<file path="src/rtl/i2s_master_clkgen.sv">
// rtl/i2s_master_clkgen.sv - I2S bit/word clock generator with a 1-deep sample pair buffer.
// Optional I2S_HOLD_LAST_EN: repeat the last pair on underrun instead of muting.
module i2s_master_clkgen #(
  parameter int PDATA_WIDTH = 32,
  parameter int SCLK_DIV    = 4
) (
  input  logic                   clk_in,
  input  logic                   rst_in,
  output logic                   sclk_out,
  output logic                   lrck_out,
  output logic [PDATA_WIDTH-1:0] pldata_out,
  output logic [PDATA_WIDTH-1:0] prdata_out,
  input  logic                   s_valid_in,
  output logic                   s_ready_out,
  input  logic [PDATA_WIDTH-1:0] s_ldata_in,
  input  logic [PDATA_WIDTH-1:0] s_rdata_in,
  output logic                   underrun_out
);

  localparam int DCW = (SCLK_DIV > 1) ? $clog2(SCLK_DIV) : 1;
  localparam int BCW = $clog2(2 * PDATA_WIDTH);

  logic [DCW-1:0]         div_cnt;
  logic [BCW-1:0]         bit_cnt;
  logic [BCW-1:0]         bit_nxt;
  logic                   pend_full;
  logic [PDATA_WIDTH-1:0] pend_l;
  logic [PDATA_WIDTH-1:0] pend_r;
  logic [PDATA_WIDTH-1:0] prdata_nxt;

  logic div_wrap;
  logic sclk_fall;
  logic lrck_nxt;
  logic exch;
  logic frame_wrap;
  logic accept;

  assign div_wrap   = (div_cnt == DCW'(SCLK_DIV - 1));
  assign sclk_fall  = div_wrap && sclk_out;
  assign bit_nxt    = (bit_cnt == BCW'(2 * PDATA_WIDTH - 1)) ? '0 : bit_cnt + 1'b1;
  assign lrck_nxt   = (bit_nxt >= BCW'(PDATA_WIDTH));
  // Exchange and wrap coincide with the LRCK edges, which only move on an SCLK fall.
  assign exch       = sclk_fall && !lrck_out && lrck_nxt;
  assign frame_wrap = sclk_fall && lrck_out && !lrck_nxt;
  assign accept     = s_valid_in && !pend_full;

  assign s_ready_out = !pend_full;

  always_ff @(posedge clk_in or posedge rst_in) begin
    if (rst_in) begin
      div_cnt      <= '0;
      sclk_out     <= 1'b0;
      bit_cnt      <= '0;
      lrck_out     <= 1'b0;
      pend_full    <= 1'b0;
      pend_l       <= '0;
      pend_r       <= '0;
      prdata_nxt   <= '0;
      pldata_out   <= '0;
      prdata_out   <= '0;
      underrun_out <= 1'b0;
    end else begin
      underrun_out <= 1'b0;

      if (div_wrap) begin
        div_cnt  <= '0;
        sclk_out <= !sclk_out;
      end else begin
        div_cnt <= div_cnt + 1'b1;
      end

      if (sclk_fall) begin
        bit_cnt  <= bit_nxt;
        lrck_out <= lrck_nxt;
      end

      // Left is loaded one fall after LRCK falls, so updating it at the rise is safe.
      if (exch) begin
        if (pend_full) begin
          pldata_out <= pend_l;
          prdata_nxt <= pend_r;
          pend_full  <= 1'b0;
        end else begin
          underrun_out <= 1'b1;
`ifdef I2S_HOLD_LAST_EN
          pldata_out <= pldata_out;
          prdata_nxt <= prdata_nxt;
`else
          pldata_out <= '0;
          prdata_nxt <= '0;
`endif
        end
      end

      // Right is staged until the wrap so it stays stable through its own load.
      if (frame_wrap) begin
        prdata_out <= prdata_nxt;
      end

      // s_ready_out is low whenever exch consumes, so these never collide.
      if (accept) begin
        pend_l    <= s_ldata_in;
        pend_r    <= s_rdata_in;
        pend_full <= 1'b1;
      end
    end
  end

endmodule

</file>
<file path="config.mk">
export PLATFORM = sky130hd
export DESIGN_NAME = i2s_master_clkgen
export DESIGN_NICKNAME = d
export VERILOG_FILES = /design/src/rtl/i2s_master_clkgen.sv
export SDC_FILE = /design/constraint.sdc
export NUM_CORES = 1
export LEC_CHECK = 0
export ABC_AREA = 1
export CAP_MARGIN = 10
export CELL_PAD_IN_SITES_DETAIL_PLACEMENT = 1
export CELL_PAD_IN_SITES_GLOBAL_PLACEMENT = 1
export CORE_UTILIZATION = 40
export DETAILED_ROUTE_END_ITERATION = 6
export PLACE_DENSITY = 0.86
export SYNTH_ARGS = -nofsm -noshare
export SYNTH_HDL_FRONTEND = slang
export SYNTH_SLANG_ARGS = --single-unit
</file>
<file path="constraint.sdc">
create_clock -name clk_in -period 6.6 [get_ports clk_in]
set_clock_uncertainty 0.2 [all_clocks]
set_input_delay 1.32 -clock clk_in [delete_from_list [all_inputs] [get_ports clk_in]]
set_output_delay 1.32 -clock clk_in [all_outputs]
set_load 0.1 [all_outputs]
</file>
=== Yosys cells after proc, flatten, opt, wreduce, memory -nomap -nowiden ===
Index checks and enable logic that the tools add are counted.

* $lt $le $gt $ge: 1
* Add/subtract/negate cells: 2
* Reductions and logical operators: 11
* Mux-type cells: 8
* Equal/unequal tests: 2

{| class="wikitable"
|+ Operators with widths
! cell !! number
|-
| two-way mux 32 bit || 2
|-
| adder 6 x 1 -> 6 bit (second input constant) || 1
|-
| == test 6 bit (second input constant) || 1
|-
| greater-or-equal comparator 6 bit (second input constant) || 1
|-
| logical AND 1 bit || 6
|-
| two-way mux 6 bit || 1
|-
| zero test 1 bit || 4
|-
| two-way mux 1 bit || 4
|-
| adder 2 x 1 -> 2 bit (second input constant) || 1
|-
| == test 2 bit (second input constant) || 1
|-
| two-way mux 2 bit || 1
|-
| nonzero test 2 bit || 1
|}

* Word-level logic and storage cells: 35
* Output and inout bits: 68
* Flip-flop bits (word level): 172
* Input bits: 67

=== Depth between registers and ports, before layout ===
* Depth after elaboration: 6
* Gate-level depth with buffers: 9
* Mapped depth without buffers: 8

=== Worst setup path before layout ===
No wires, ideal clock.

* Kind: register to output
* Start: reg pend_full
* End: out s_ready_out
* Stages on the path, launching flop included: 2
* Path slack: 4.096 ns
* Data required time: 5.080 ns
* Arrival: 0.984 ns
* Buffers on the path: 0
* Path through: dfrtp_1 inv_1

* Cells in the longest elaborated chain, start to end: 1

{| class="wikitable"
|+ RTL lines
! item !! line !! source
|-
| start, declared || 26 || <nowiki>logic pend_full;</nowiki>
|-
| start signal, assigned || 55 || <nowiki>pend_full <= 1'b0;</nowiki>
|-
| start signal, assigned || 82 || <nowiki>pend_full <= 1'b0;</nowiki>
|-
| start signal, assigned || 104 || <nowiki>pend_full <= 1'b1;</nowiki>
|-
| zero test 1 bit || 47 || <nowiki>assign s_ready_out = !pend_full;</nowiki>
|-
| end, declared || 14 || <nowiki>output logic s_ready_out,</nowiki>
|}

Every way passes these cells.

=== Final worst setup path ===
Ends and elaborated chain as after synthesis.

==> run summary <==
The floorplan step set the die height to 137 microns. The internal portion of the total power is 1750 uW. The detailed router's first-iteration violation count is 400, and the cell count after synthesis is 748. The area of the multi-input gates is 2490 sq um.

In the post-synthesis netlist, the biggest area contributors are sky130_fd_sc_hd__dfrtp_1, sky130_fd_sc_hd__nand2_1, sky130_fd_sc_hd__mux2_2. Compared with the post-synthesis result, the final layout area differs by 28.7%. The first global-routing pass estimated 30700 microns of wire. The synthesized design devotes to its leading area cell type 59.0% of total area.

The logs give 817 for the post-synth net total and 1100 for the number of non-filler instances in the completed layout. After clock tree synthesis, the clock-pin slew on the worst setup and hold paths is 0.06 ns. Detailed routing placed a total of 608 microns of wire on met3.

The clock sink total was 172; the reported leakage power was 0.00520 uW. Post-layout net count: 927. Via count of the first global-routing pass: 5892.

The worst hold slack after final layout came out at 0.240 ns. In this run the power density over the cells is 234 nW/um^2. TritonCTS built the clock tree. The final clock period utilization by the worst path was 55.1%. In the routed layout, each cell is associated on average with a via count of 5.05. Of the cells placed in the final design, the portion with a size suffix greater than 1 is 13.1%. The startpoint identified for the worst hold timing path is div_cnt[0]. Setup violations remaining at the end of the flow were counted as 0.

The total area of sequential cells is 4310 sq um. The analysis attributes to net switching a power of 441 uW. The final HPWL from detailed placement came out at 12100 microns.

STA puts the critical path data required time at 5.08 ns. The number of violations of the max-capacitance limit was 0; the number of nets with antenna violations after routing was 0. The initial utilization of the core area, before any placement, comes to 40.7%.

The length of routed wiring on met1 was 8050 microns. The flow ran to the end, and the final reports show no timing, DRC or antenna violations. For the number of filler instances in the final layout, the log shows 1969. Yosys printed 0 warnings. No sink is reached through more buffers than the 2 on the longest clock path. CTS built an H-tree with a depth of 4.

Data arrives at the worst endpoint at 2.12 ns. The number of antenna violations at the first check in global routing was 0; the number of placed instances with taps included was 1068. Total routed wirelength: 19200 microns. The number of clock buffers inserted by TritonCTS was 17. The timing-limited maximum frequency is 275 MHz, and the maximum number of pins on one net before global-route repair is 78. Across the VDD grid, the largest voltage drop is 0.000156 V. The floorplan step defined a die boundary enclosing 18800 sq um. Headroom to the max-slew limit came out at 23.2%. Total global routing overflow: 0. The tools report the I/O pin total as 135. For the clock group share of total power, the log shows 49.1%.

The tree is rooted in a sky130_fd_sc_hd__clkbuf_16. The run gives 0 as the DRC violations left. Of the total power, combinational logic draws 2.9%. The largest area contributor in the synthesized netlist is sky130_fd_sc_hd__dfrtp_1. The core footprint was 17900 sq um; the unique cell type count in the Yosys netlist was 22.

The worst register-to-register path begins at bit_cnt[0]. For hold timing, the worst endpoint is div_cnt[0]. The weighted congestion reported at the end of routability-driven placement is 0.764, and the number of I/O port buffers is 134. Setup repair after global routing left no endpoint under its margin.

From left edge to right edge, the die measures 137 microns. Sequential elements use 59.0% of the synthesized area. The tools report the category of the worst setup path capture point as an output port.

The mapped netlist covers 7290 sq um. Global-route usage over all layers: 21.8%. The worst hold path cell count is 1. The endpoint of the most critical register-to-register path is prdata_nxt[7]. Sequential cells account for 48.0% of the total power.

The tools report the count of endpoints failing hold in the final timing report as 0. In the detailed route, the total length drawn on met2 is 10100 microns. The logs give 0 for the max-slew violation count and 0.43 ns for the worst-skew pair later-pin latency. The path class of the tightest hold or removal check is reg2reg. In this run the worst path has a maximum fanout of 2.

In this run switching power makes up 20.1% of total power. The cell row count came out at 49. The total negative slack is 0 ns, and the slack of the worst reg-to-reg path is 3.05 ns.

The first TritonRoute pass finished after 5 iterations. Dividing the detail-routed wire length by the instance count gives 17.4 microns. At the pin with the least slew margin, the transition time is 1.15 ns. The antenna diode count is 0, and the final period demand of the worst path is 3.64 ns. The post-CTS resize count was 0; the average footprint of a synthesized cell was 9.75 sq um.

The run gives 0 as the number of buffers added for setup after CTS. The worst setup path is of the reg2out kind. Detailed routing inserted a total of 5550 vias. STA classifies the critical path startpoint as a flop. The worst register-to-register path has a depth of 9. The highest routing layer actually used was met4. For this design, the CTS-stage hold fixing added 0 buffers. The number of synthesized register bits works out to 172.
[worst max-delay path: stages (launching register included)]
cell and delay, ns:
sky130_fd_sc_hd__dfrtp_2 0.40, sky130_fd_sc_hd__inv_1 0.13, sky130_fd_sc_hd__clkdlybuf4s50_1 1.15
[cell type report]
class / instances / share of cell area [%]
clock buffers: 22 / 5.05
clock inverters: 10 / 1.73
inverters: 71 / 2.89
multi-input cells: 454 / 26.5
flip-flops and latches: 172 / 45.9
well taps: 229 / 3.05
repair buffers: 142 / 14.9
[Yosys cell counts]
cell	n
sky130_fd_sc_hd__nor2_4	1
sky130_fd_sc_hd__nor2_2	1
sky130_fd_sc_hd__nand4_1	64
sky130_fd_sc_hd__nand2_1	266
sky130_fd_sc_hd__nor3b_1	1
sky130_fd_sc_hd__buf_4	7
sky130_fd_sc_hd__xor2_1	1
sky130_fd_sc_hd__a21oi_1	1
sky130_fd_sc_hd__nand3_2	2
sky130_fd_sc_hd__mux2_2	64
sky130_fd_sc_hd__buf_2	35
sky130_fd_sc_hd__o21ai_0	3
sky130_fd_sc_hd__xnor2_1	2
sky130_fd_sc_hd__ha_1	2
sky130_fd_sc_hd__buf_1	5
sky130_fd_sc_hd__clkbuf_1	4
sky130_fd_sc_hd__inv_1	71
sky130_fd_sc_hd__nor2_1	8
sky130_fd_sc_hd__dfrtp_1	172
sky130_fd_sc_hd__o21ai_2	1
sky130_fd_sc_hd__nand2_2	2
sky130_fd_sc_hd__nand3_1	35
[metal layers]
layer / vias up / global-route usage [%]
met4: 0 / 9.16
met2: 102 / 37.8
li1: 2611 / -
met5: - / 0
met3: 28 / 3.78
met1: 2809 / 26.7
[cells by family (layout without fill, tap and decap cells)]
| group | count (synthesis) | after routing | synth area share [%] |
|---|---|---|---|
| simple gates | 380 | 380 | 22.8 |
| flops | 172 | 172 | 59.0 |
| buf+inv | 122 | 245 | 7.24 |
| mux | 64 | 64 | 9.88 |
| compound gates | 5 | 5 | 0.394 |
| xor+xnor | 3 | 3 | 0.360 |
| fa+ha+maj | 2 | 2 | 0.343 |
[per-stage QoR]
stage	cell area [sq um]	total power, uW	utilization [%]	setup slack, ns
4_1_cts	9390	2220	52.4	2.94
3_5_place_dp	8750	1140	48.9	3.04
3_3_place_gp	8750	1140	48.9	3.17
5_1_grt	9390	2260	52.4	2.78
6_report	9390	2190	52.4	2.96
2_1_floorplan	7290	1090	-	0.420
[power groups by stage]
stage | Sequential, uW | Combinational [uW] | Clock [uW]
finish | 1050 | 63.6 | 1080
global route | 1050 | 70.2 | 1130
detailed placement | 1070 | 65.5 | 0
floorplan | 1070 | 15.7 | 0
global placement | 1070 | 64.5 | 0
CTS | 1050 | 65.8 | 1100
[state kept, by name, indices dropped and copies added, names as in the netlist]
register      flops
pend_full         1
pend_r           32
lrck_out          1
underrun_out      1
prdata_nxt       32
pend_l           32
pldata_out       32
sclk_out          1
bit_cnt           6
prdata_out       32
div_cnt           2
[how the worst max path moves through the flow]
stage               start              to  depth (start not counted)
2_1_floorplan      rst_in      bit_cnt[0]                          1
3_3_place_gp   bit_cnt[0]  prdata_nxt[27]                          9
3_5_place_dp   bit_cnt[0]  pldata_out[29]                          9
4_1_cts         pend_full     s_ready_out                          2
5_1_grt        bit_cnt[0]   prdata_nxt[9]                          9
6_report        pend_full     s_ready_out                          2
[cells in the final DEF (no fill, tap or decap), types with 3 or more instances in the layout]
master                            netlist  routed
sky130_fd_sc_hd__nand3_1               35      35
sky130_fd_sc_hd__nor2_1                 8       6
sky130_fd_sc_hd__dfrtp_1              172     171
sky130_fd_sc_hd__mux2_2                64      64
sky130_fd_sc_hd__buf_4                  7       8
sky130_fd_sc_hd__nand4_1               64      64
sky130_fd_sc_hd__nand2_1              266     265
sky130_fd_sc_hd__clkbuf_16              0      17
sky130_fd_sc_hd__o21ai_0                3       3
sky130_fd_sc_hd__bufinv_16              0       4
sky130_fd_sc_hd__clkbuf_8               0       3
sky130_fd_sc_hd__inv_1                 71      70
sky130_fd_sc_hd__clkdlybuf4s50_1        0     134
No activity file was read; power rests on OpenSTA's default activity.
